<file path="src/rtl/pipeline_hazard_ctrl.sv">
// rtl/pipeline_hazard_ctrl.sv - stall/flush sequencer for the 5-stage pipeline
module pipeline_hazard_ctrl #(
    parameter int         LOAD_STALL_CYCLES = 1,
    parameter int         MEM_TIMEOUT       = 255,
    parameter logic [4:0] ZERO_REG          = 5'd31
) (
    input  logic        clk,
    input  logic        reset,
    input  logic [4:0]  idRn,
    input  logic [4:0]  idRm,
    input  logic        idUsesRn,
    input  logic        idUsesRm,
    input  logic [4:0]  exRd,
    input  logic        exMemRead,
    input  logic        exBrTaken,
    input  logic        memBusy,
    output logic        pcEnable,
    output logic        rfEnable,
    output logic        rfFlush,
    output logic        exEnable,
    output logic        exBubble,
    output logic        memEnable,
    output logic        wbBubble,
    output logic        pcRedirect,
    output logic        memTimeout,
    output logic [15:0] stallCount
);

    localparam logic [1:0] ST_RUN     = 2'd0;
    localparam logic [1:0] ST_LDSTALL = 2'd1;
    localparam logic [1:0] ST_MEMWAIT = 2'd2;

    localparam logic [3:0] LD_INIT = 4'(LOAD_STALL_CYCLES - 1);
    localparam logic [7:0] TO_MAX  = 8'(MEM_TIMEOUT);

    logic [1:0]  state_q, state_d;
    logic [3:0]  ld_cnt_q, ld_cnt_d;
    logic [7:0]  to_cnt_q, to_cnt_d;
    logic        mem_timeout_q, mem_timeout_d;
    logic [15:0] stall_count_q, stall_count_d;

    logic hazard;
    logic in_ldstall;

    // Next-state and pipeline control decode; memBusy outranks everything, in every state
    always_comb begin
        hazard = exMemRead && (exRd != ZERO_REG) &&
                 ((idUsesRn && (idRn == exRd)) || (idUsesRm && (idRm == exRd)));
        // A MEMWAIT exit cycle behaves as the state it returns to
        in_ldstall = (state_q == ST_LDSTALL) ||
                     ((state_q == ST_MEMWAIT) && (ld_cnt_q != 4'd0));

        pcEnable   = 1'b1;
        rfEnable   = 1'b1;
        rfFlush    = 1'b0;
        exEnable   = 1'b1;
        exBubble   = 1'b0;
        memEnable  = 1'b1;
        wbBubble   = 1'b0;
        pcRedirect = 1'b0;

        state_d       = ST_RUN;
        ld_cnt_d      = ld_cnt_q;
        to_cnt_d      = 8'd0;
        mem_timeout_d = mem_timeout_q;

        if (memBusy) begin
            pcEnable  = 1'b0;
            rfEnable  = 1'b0;
            exEnable  = 1'b0;
            memEnable = 1'b0;
            wbBubble  = 1'b1;
            state_d   = ST_MEMWAIT;
            if (state_q == ST_MEMWAIT) begin
                to_cnt_d = (to_cnt_q >= TO_MAX) ? TO_MAX : to_cnt_q + 8'd1;
            end else begin
                to_cnt_d = 8'd1;
            end
        end else if (exBrTaken) begin
            pcRedirect = 1'b1;
            rfFlush    = 1'b1;
            exBubble   = 1'b1;
            ld_cnt_d   = 4'd0;
            state_d    = ST_RUN;
        end else if (in_ldstall) begin
            pcEnable = 1'b0;
            rfEnable = 1'b0;
            exBubble = 1'b1;
            ld_cnt_d = ld_cnt_q - 4'd1;
            state_d  = (ld_cnt_q == 4'd1) ? ST_RUN : ST_LDSTALL;
        end else if (hazard) begin
            pcEnable = 1'b0;
            rfEnable = 1'b0;
            exBubble = 1'b1;
            if (LOAD_STALL_CYCLES > 1) begin
                ld_cnt_d = LD_INIT;
                state_d  = ST_LDSTALL;
            end
        end

        if (memBusy && (to_cnt_d == TO_MAX)) begin
            mem_timeout_d = 1'b1;
        end

        stall_count_d = (!pcEnable && (stall_count_q != 16'hFFFF)) ?
                        stall_count_q + 16'd1 : stall_count_q;

        // Reset holds every stage closed and bubbled
        if (reset) begin
            pcEnable   = 1'b0;
            rfEnable   = 1'b0;
            rfFlush    = 1'b1;
            exEnable   = 1'b0;
            exBubble   = 1'b1;
            memEnable  = 1'b0;
            wbBubble   = 1'b1;
            pcRedirect = 1'b0;
        end

        memTimeout = mem_timeout_q;
        stallCount = stall_count_q;
    end

    // State and debug counters, cleared by synchronous reset
    always_ff @(posedge clk) begin
        if (reset) begin
            state_q       <= ST_RUN;
            ld_cnt_q      <= 4'd0;
            to_cnt_q      <= 8'd0;
            mem_timeout_q <= 1'b0;
            stall_count_q <= 16'd0;
        end else begin
            state_q       <= state_d;
            ld_cnt_q      <= ld_cnt_d;
            to_cnt_q      <= to_cnt_d;
            mem_timeout_q <= mem_timeout_d;
            stall_count_q <= stall_count_d;
        end
    end

endmodule

</file>
<file path="config.mk">
export PLATFORM = sky130hd
export DESIGN_NAME = pipeline_hazard_ctrl
export DESIGN_NICKNAME = d
export VERILOG_FILES = /design/src/rtl/pipeline_hazard_ctrl.sv
export SDC_FILE = /design/constraint.sdc
export NUM_CORES = 1
export LEC_CHECK = 0
export BUFFER_PORTS_ARGS = -buffer_cell sky130_fd_sc_hd__buf_2
export CELL_PAD_IN_SITES_DETAIL_PLACEMENT = 0
export CELL_PAD_IN_SITES_GLOBAL_PLACEMENT = 1
export CORE_UTILIZATION = 40
export CTS_CLUSTER_DIAMETER = 200
export DETAILED_ROUTE_END_ITERATION = 6
export GPL_TIMING_DRIVEN = 0
export PLACE_DENSITY = 0.94
export SETUP_SLACK_MARGIN = 0.2
export SLEW_MARGIN = 30
export SYNTH_ARGS = -nofsm -noshare
export SYNTH_HDL_FRONTEND = slang
export SYNTH_SLANG_ARGS = --single-unit
</file>
<file path="constraint.sdc">
create_clock -name clk -period 3 [get_ports clk]
set_input_delay 0.6 -clock clk [delete_from_list [all_inputs] [get_ports clk]]
set_output_delay 0.6 -clock clk [all_outputs]
set_load 0.02 [all_outputs]
</file>
* Word level (Yosys, flattened, before mapping)
Index checks and enable logic that the tools add are counted.
** Word-level totals
- Bits in registers :: 31
- Bits of input ports :: 22
- Word-level logic and storage cells :: 61
** Cells by class
- Add/sub/neg operators :: 3
- Order comparisons :: 1
- Equal/unequal tests :: 8
- Mux-type cells :: 27
- Bitwise operators :: 2
- Reductions and logical operators :: 14
** Operators by type and width (count)
- $mux W8 :: 3
- $mux W1 :: 21
- $add A16 B1 Y16 const B :: 1
- $ne A16 B16 Y1 const B :: 1
- $eq A5 B5 Y1 :: 2
- $add A8 B1 Y8 const B :: 1
- $eq A8 B8 Y1 const B :: 1
- $ge A8 B8 Y1 const B :: 1
- $mux W4 :: 2
- $logic_and A1 B1 Y1 :: 7
- $ne A5 B5 Y1 const B :: 1
- $eq A4 B1 Y1 const B :: 1
- $reduce_bool A4 Y1 :: 1
- $reduce_or A4 Y1 :: 1
- $sub A4 B1 Y4 const B :: 1
- $eq A2 B1 Y1 const B :: 1
- $eq A2 B2 Y1 const B :: 1
- $logic_or A1 B1 Y1 :: 2
- $mux W2 :: 1
- $not A1 Y1 :: 2
- $reduce_and A2 Y1 :: 1
- $reduce_bool A2 Y1 :: 1
- $logic_not A1 Y1 :: 1

* Depth between registers and ports, before layout
Gate-level depths: netlist of the first run.
- Depth in word-level cells :: 10
- Mapped depth :: 10
- Mapped depth without buffers :: 8

* Worst setup path before layout of the first run
No wires, ideal clock.
- Kind :: input-to-output
- Start :: input memBusy
- End :: output rfEnable
- Arrival :: 1.811 ns
- Path slack :: 0.589 ns
- Stages :: 4
- Path buffers :: 1
- Cell sequence :: nor2_1 inv_1 nor2_1 buf_4
** Between the ends
- Longest elaborated chain between the ends :: 2
** RTL lines
- from (decl) :: RTL line 16 : input logic memBusy,
- $mux W1 (2 in series)
- to (decl) :: RTL line 18 : output logic rfEnable,
Every way passes these cells.

* Worst setup path after layout of the first run
- Start :: register ld_cnt_q[0]
- End :: output exBubble
** Between the ends
- Longest elaborated chain between the ends :: 7
** RTL lines
- from (decl) :: RTL line 37 : logic [3:0] ld_cnt_q, ld_cnt_d;
- from (signal assigned) :: RTL line 134 : ld_cnt_q <= ld_cnt_d;
- $reduce_bool A4 Y1 :: RTL line 51 : ((state_q == ST_MEMWAIT) && (ld_cnt_q != 4'd0));
- $logic_and A1 B1 Y1 :: RTL line 51
- $logic_or A1 B1 Y1 :: RTL line 50 : in_ldstall = (state_q == ST_LDSTALL) ||
- $mux W1 :: RTL line 85 : end else if (in_ldstall) begin
- $mux W1 :: RTL line 79 : end else if (exBrTaken) begin
- $mux W1 :: RTL line 67 : if (memBusy) begin
- $mux W1 :: RTL line 109 : if (reset) begin
- to (decl) :: RTL line 21 : output logic exBubble,
Every way passes these cells.

==> flow_metrics.tcl, run 1 <==
set metrics [dict create \
    outcome "complete, no violations" \
    coreArea_um2 4060 \
    async_flop_share_pct 0 \
    htree_levels 2 \
    setup_viol 0 \
    ys_seq_elements 31 \
    clkSinkCount 31 \
    crit_buf_inv 2 \
    clk_pin_slew_ns 0.07 \
    fin_skew_ns 0.00572 \
    syn_avg_cell_area_um2 8.14 \
    grt_start_max_net_pins 11 \
    rsz0062_at_grt "false" \
    dieArea_um2 4560 \
    io_buffer_count 46 \
    final_max_slew_viol_count 0 \
    syn2layout_area_growth_pct 24.5 \
    synth.top_cell.area_share_pct 36.1 \
    cp_slowest_cell "dfxtp_1" \
    grtUsageTotal_pct 19.3 \
    fmax_mhz 376 \
    synth.yosys.seq_area_share_pct 36.1 \
    drc 0 \
    pwr-share-clk_pct 43.4 \
    pwr_density_cell_nw_per_um2 464 \
    synth_edf_count 0 \
    numCtsBuffers 5 \
    antenna_left 0 \
    antenna_found_initial 0 \
    start_util_pct 42.3 \
    grt_pass1_wl_mm 6.53 \
    tns_ns 0 \
    crit_type "reg2out" \
    p_int_w 0.000746 \
    cts_root_buf "clkbuf_8" \
    swShare_pct 24.8 \
    syn_inst 211 \
    routedWlPerCell_um 12.7 \
    max_stage_delay_ns 0.35 \
    path_max_fanout 7 \
    via_per_inst 5.32 \
    post-route-min-period_ns 2.66 \
    overflow 0 \
    final_common_cell "buf_2" \
    io-pin-count 47 \
    drt_iter0_markers 107 \
    cts_tree "yes" \
    die_w_um 67.5 \
    vias 1675 \
    endpoint_kind "output port" \
    wl_met1_mm 1.89 \
    final_nets 291 \
    final_cell_mix "buf_2, dfxtp_1, a21oi_1, nor2_1, nand2_1" \
    relSlewSlack_pct 67.3 \
    grt_pass1_vias 1441 \
    dr_wl_met2_mm 1.87 \
    wirelength_mm 3.99 \
    synthFlopType "dfxtp_1" \
    p_seq_share_pct 43.6 \
    pwr-share-comb_pct 13.0 \
    synth_warnings 0 \
    diodes 0 \
    place_hpwl_mm 2.88 \
    crit_family "compound AO/OA/AOI/OAI gates" \
    hold_viol 0 \
    synth.cell_area_um2 1720 \
    power_switching_w 0.000246 \
    reg2reg_slack_ns 0.56 \
    clk_path_buf_depth 2 \
    critPathArrivalTime_ns 2.06 \
    synth_fp_nets 238 \
    synth.area.top_cells "dfxtp_1, xnor2_1, a21oi_1" \
    hold_class "reg2reg" \
    gp_congestion 0.801 \
    finalCritPeriodShare_pct 88.6 \
    worstPathRequired_ns 2.40 \
    rows 23 \
    insertion_delay_ns 0.29 \
    worstMarginPinSlew_ns 0.491 \
    drive_gt1_share_pct 23.8 \
    highest_layer "met4" \
    dr.pass1.iters 4 \
    holdWs_ns 0.486 \
    start_kind "flip-flop" \
    ys_types 43 \
    dr_wl_met3_um 194 \
    postCtsSetupRepairBufs 0 \
    leakage_nw 0.850 \
    die_y_um 67.5 \
    critical_path.cell_chain "inv_1 -> ha_1 -> or3b_1 -> a21o_1 -> o21ai_4 -> o211ai_1 -> buf_2" \
    ir_drop_mv 0.207 \
    maxCapViolCount 0 \
    synth_largest_area_cell "dfxtp_1" \
]
[routing by layer]
layer	up-vias	GRT usage, %
li1	866	-
met1	755	23.8
met2	52	30.9
met3	2	5.41
met4	0	8.78
met5	-	0
[synthesized netlist by cell type, types with 4 or more instances]
cell / n
dfxtp_1: 31
a21oi_1: 20
nor2_1: 19
nand2_1: 16
xnor2_1: 13
inv_1: 11
nand3_1: 11
o21ai_1: 11
or3_1: 10
nand4_1: 9
ha_1: 5
o21ai_0: 4
o31ai_1: 4
xor2_1: 4
[final timing paths]
path	start	endpoint	cells past startpoint
max	ld_cnt_q[0]$_SDFFE_PP0P_	exBubble	7
min	memTimeout$_SDFFE_PP0P_	memTimeout$_SDFFE_PP0P_	2
max reg2reg	ld_cnt_q[0]$_SDFFE_PP0P_	stallCount[1]$_SDFFE_PP0P_	10
min reg2reg	memTimeout$_SDFFE_PP0P_	memTimeout$_SDFFE_PP0P_	2
[power groups by stage]
stage / clock network [W] / logic, W / registers (W)
2_1_floorplan: 0 / 0.0000796 / 0.000443
3_3_place_gp: 0 / 0.000126 / 0.000441
3_5_place_dp: 0 / 0.000128 / 0.000441
4_1_cts: 0.000439 / 0.000129 / 0.000432
5_1_grt: 0.000455 / 0.000144 / 0.000434
6_report: 0.000430 / 0.000129 / 0.000432
[final cells by class]
| cell class | count | area, um^2 |
|---|---|---|
| Inverter | 11 | 41.3 |
| Clock inverter | 2 | 35.0 |
| Tap cell | 50 | 62.6 |
| Buffer | 7 | 57.6 |
| Clock buffer | 6 | 82.6 |
| Multi-Input combinational cell | 162 | 1010 |
| Sequential cell | 31 | 621 |
| Fill cell | 374 | 1920 |
| Timing Repair Buffer | 46 | 230 |
[flip-flops by register name (all words and copies together) (netlist names)]
register and cells:
stallCount 16, state_q 2, ld_cnt_q 4, memTimeout 1
to_cnt_q 8
[worst register-to-register path: cells and delay by family, from the launching register on]
family / cells / cell delay [ns]
fa+ha+maj: 1 / 0.14
simple gates: 2 / 0.39
buf+inv: 3 / 0.43
flops: 1 / 0.35
mux: 1 / 0.18
compound gates: 3 / 0.79
[logic make-up after synthesis]
group	Yosys count	synth area share, %
and+or+nand+nor	85	25.8
DFF	31	36.1
AOI/OAI and AO/OA	53	18.8
xor gates and xnor gates	17	8.67
adders and majority gates	5	3.64
buffers and inverters	18	5.75
muxes	2	1.24
[metrics by stage]
stage | std cells | power, W | setup slack, ns | util [%] | cell area (um^2)
after detailed placement | 307 | 0.000569 | 0.479 | 49.6 | 2010
after CTS | 315 | 0.00100 | 0.297 | 52.5 | 2130
after global placement | 307 | 0.000566 | 0.505 | 49.6 | 2010
after global routing | 315 | 0.00103 | 0.245 | 52.7 | 2140
final | 315 | 0.000992 | 0.342 | 52.7 | 2140
after floorplan | 211 | 0.000523 | 0.589 | - | 1720
[what timing repair did]
item,4_1_cts,5_1_grt
cloned,0,0
hold buffers,0,0
endpoints found under the hold margin,0,0
gates resized for setup,1,1
endpoints found under the setup margin,1,1
No activity file was read; power rests on OpenSTA's default activity.
==> inputs of run 2 (changes only) <==
--- a/config.mk
+++ b/config.mk
@@ -6,13 +6,11 @@
 export NUM_CORES = 1
 export LEC_CHECK = 0
 export BUFFER_PORTS_ARGS = -buffer_cell sky130_fd_sc_hd__buf_2
-export CELL_PAD_IN_SITES_DETAIL_PLACEMENT = 0
-export CELL_PAD_IN_SITES_GLOBAL_PLACEMENT = 1
-export CORE_UTILIZATION = 40
+export CORE_UTILIZATION = 56
 export CTS_CLUSTER_DIAMETER = 200
 export DETAILED_ROUTE_END_ITERATION = 6
 export GPL_TIMING_DRIVEN = 0
-export PLACE_DENSITY = 0.94
+export PLACE_DENSITY = 0.95
 export SETUP_SLACK_MARGIN = 0.2
 export SLEW_MARGIN = 30
 export SYNTH_ARGS = -nofsm -noshare
==> flow_metrics.tcl, run 2 (same netlist as run 1, synthesis figures left out) <==
set metrics [dict create \
    coreArea_um2 2830 \
    final_cell_mix "buf_2, dfxtp_1, a21oi_1, nor2_1, nand2_1" \
    pwr_density_cell_nw_per_um2 382 \
    antenna_left 0 \
    place_hpwl_mm 3.00 \
    post-place-cells 288 \
    regToRegStartpoint "ld_cnt_q[0]$_SDFFE_PP0P_" \
    grt_start_max_net_pins 11 \
    final_max_slew_viol_count 0 \
    largest_register_ff_count 16 \
    post-route-min-period_ns 2.69 \
    start_kind "flip-flop" \
    relSlewSlack_pct 67.1 \
    layout_setup_ws_ns 0.314 \
    insertion_delay_ns 0.33 \
    cts_tree "yes" \
    rows 19 \
    critPathArrivalTime_ns 2.09 \
    ir_drop_mv 0.241 \
    syn2layout_area_growth_pct 19.4 \
    via_per_inst 5.86 \
    gp_congestion 0.832 \
    fin_cells 295 \
    start_util_pct 60.7 \
    worstMarginPinSlew_ns 0.493 \
    fin_skew_ns 0.00419 \
    clk_pin_slew_ns 0.09 \
    rsz0062_at_grt "false" \
    final_nets 292 \
    crit_family "compound AO/OA/AOI/OAI gates" \
    crit_type "reg2out" \
    placed_area_um2 1990 \
    setup_viol 0 \
    grtUsageMet2_pct 44.9 \
    die_y_um 57.4 \
    finalCritPeriodShare_pct 89.5 \
    overflow 0 \
    crit_start "ld_cnt_q[0]$_SDFFE_PP0P_" \
    leakage_nw 0.820 \
    top_usage_layer "met2" \
    fmax_mhz 372 \
    clkSinkCount 31 \
    hold_class "in2reg" \
    crit_buf_inv 2 \
    dieArea_um2 3290 \
    max_stage_delay_ns 0.36 \
    htree_levels 2 \
    outcome "finished, violations left" \
    regArea_um2 622 \
    drive_gt1_share_pct 24.2 \
    cts_root_buf "clkbuf_4" \
    critical_path.cell_chain "inv_1 -> ha_1 -> or3b_1 -> a21o_1 -> o21ai_4 -> o211ai_1 -> buf_2" \
    grt_pass1_wl_mm 6.62 \
    final_common_cell "buf_2" \
    routedWlPerCell_um 13.5 \
    clk_path_buf_depth 2 \
    path_max_fanout 7 \
    hold_viol 0 \
    io_buffer_count 46 \
    worstPathRequired_ns 2.40 \
    wirelength_mm 3.99 \
    grtUsageTotal_pct 26.4 \
    diodes 0 \
    postLayoutCellArea_um2 2050 \
    hold_buffers 0 \
    power.total_w 0.000783 \
    worstHoldStart "reset" \
    endpoint_kind "output port" \
    cp_slowest_cell "or3b_1" \
    multi_input_area_um2 1010 \
    die_w_um 57.4 \
    grt_pass1_vias 1607 \
    met3_usage_pct 7.26 \
    drc 1 \
    fill_cells 238 \
    dp_slack_ns 0.471 \
    antenna_found_initial 0 \
    numCtsBuffers 5 \
    violations "design-rule violations" \
    dr.pass1.iters 6 \
    io-pin-count 47 \
    tns_ns 0 \
    vias 1728 \
    maxCapViolCount 0 \
    drt_iter0_markers 76 \
    met1_usage_pct 30.7 \
]
==> run 2: power by group <==
group	leakage, nW	switching [W]	internal (W)
Clock	0.0242	0.000135	0.0000831
Sequential	0.252	0.0000110	0.000421
Combinational	0.545	0.0000754	0.0000579
==> run 2: layout make-up <==
| class | instances | share of cell area (%) |
|---|---|---|
| multi-input cells | 162 | 49.2 |
| flip-flops and latches | 31 | 30.3 |
| repair buffers | 47 | 11.7 |
| plain buffers | 7 | 2.81 |
| clock buffers | 6 | 2.01 |
| inverters | 11 | 2.01 |
| well taps | 31 | 1.89 |
==> run 2: timing repair <==
item / CTS / global route
buffers inserted: 0 / 1
pin swaps: 0 / 1
endpoints found under the setup margin: 1 / 2
endpoints found under the hold margin: 0 / 0
gates resized for setup: 1 / 5
cloned: 0 / 0
==> run 2: final timing paths <==
check                                    end  slack (ns)  cells after the start
setup / recovery                    exBubble        0.31                      7
hold / removal         state_q[1]$_SDFF_PP0_        0.48                      2
setup reg to reg  stallCount[1]$_SDFFE_PP0P_        0.40                     11
hold reg to reg      memTimeout$_SDFFE_PP0P_        0.49                      2
==> run 2: metrics by stage <==
| stage | utilization, % | hold slack (ns) |
|---|---|---|
| 6_report | 72.5 | 0.477 |
| 4_1_cts | 71.8 | 0.468 |
| 5_1_grt | 72.5 | 0.482 |
| 2_1_floorplan | - | 0.481 |
| 3_3_place_gp | 70.2 | 0.464 |
| 3_5_place_dp | 70.2 | 0.464 |
==> run 2: worst reg2reg max path, delay by kind of cell (launching register included) <==
kind / cells / cell delay [ns]
buf+inv: 4 / 0.59
compound gates: 3 / 0.79
fa+ha+maj: 1 / 0.15
simple gates: 2 / 0.41
flops: 1 / 0.35
mux: 1 / 0.19
==> run 2: metal layers <==
metal | wire length [um] | share of wire, %
met5 | 0 | 0
met4 | 44 | 1.1
met3 | 259 | 6.5
met2 | 1990 | 50
met1 | 1700 | 43
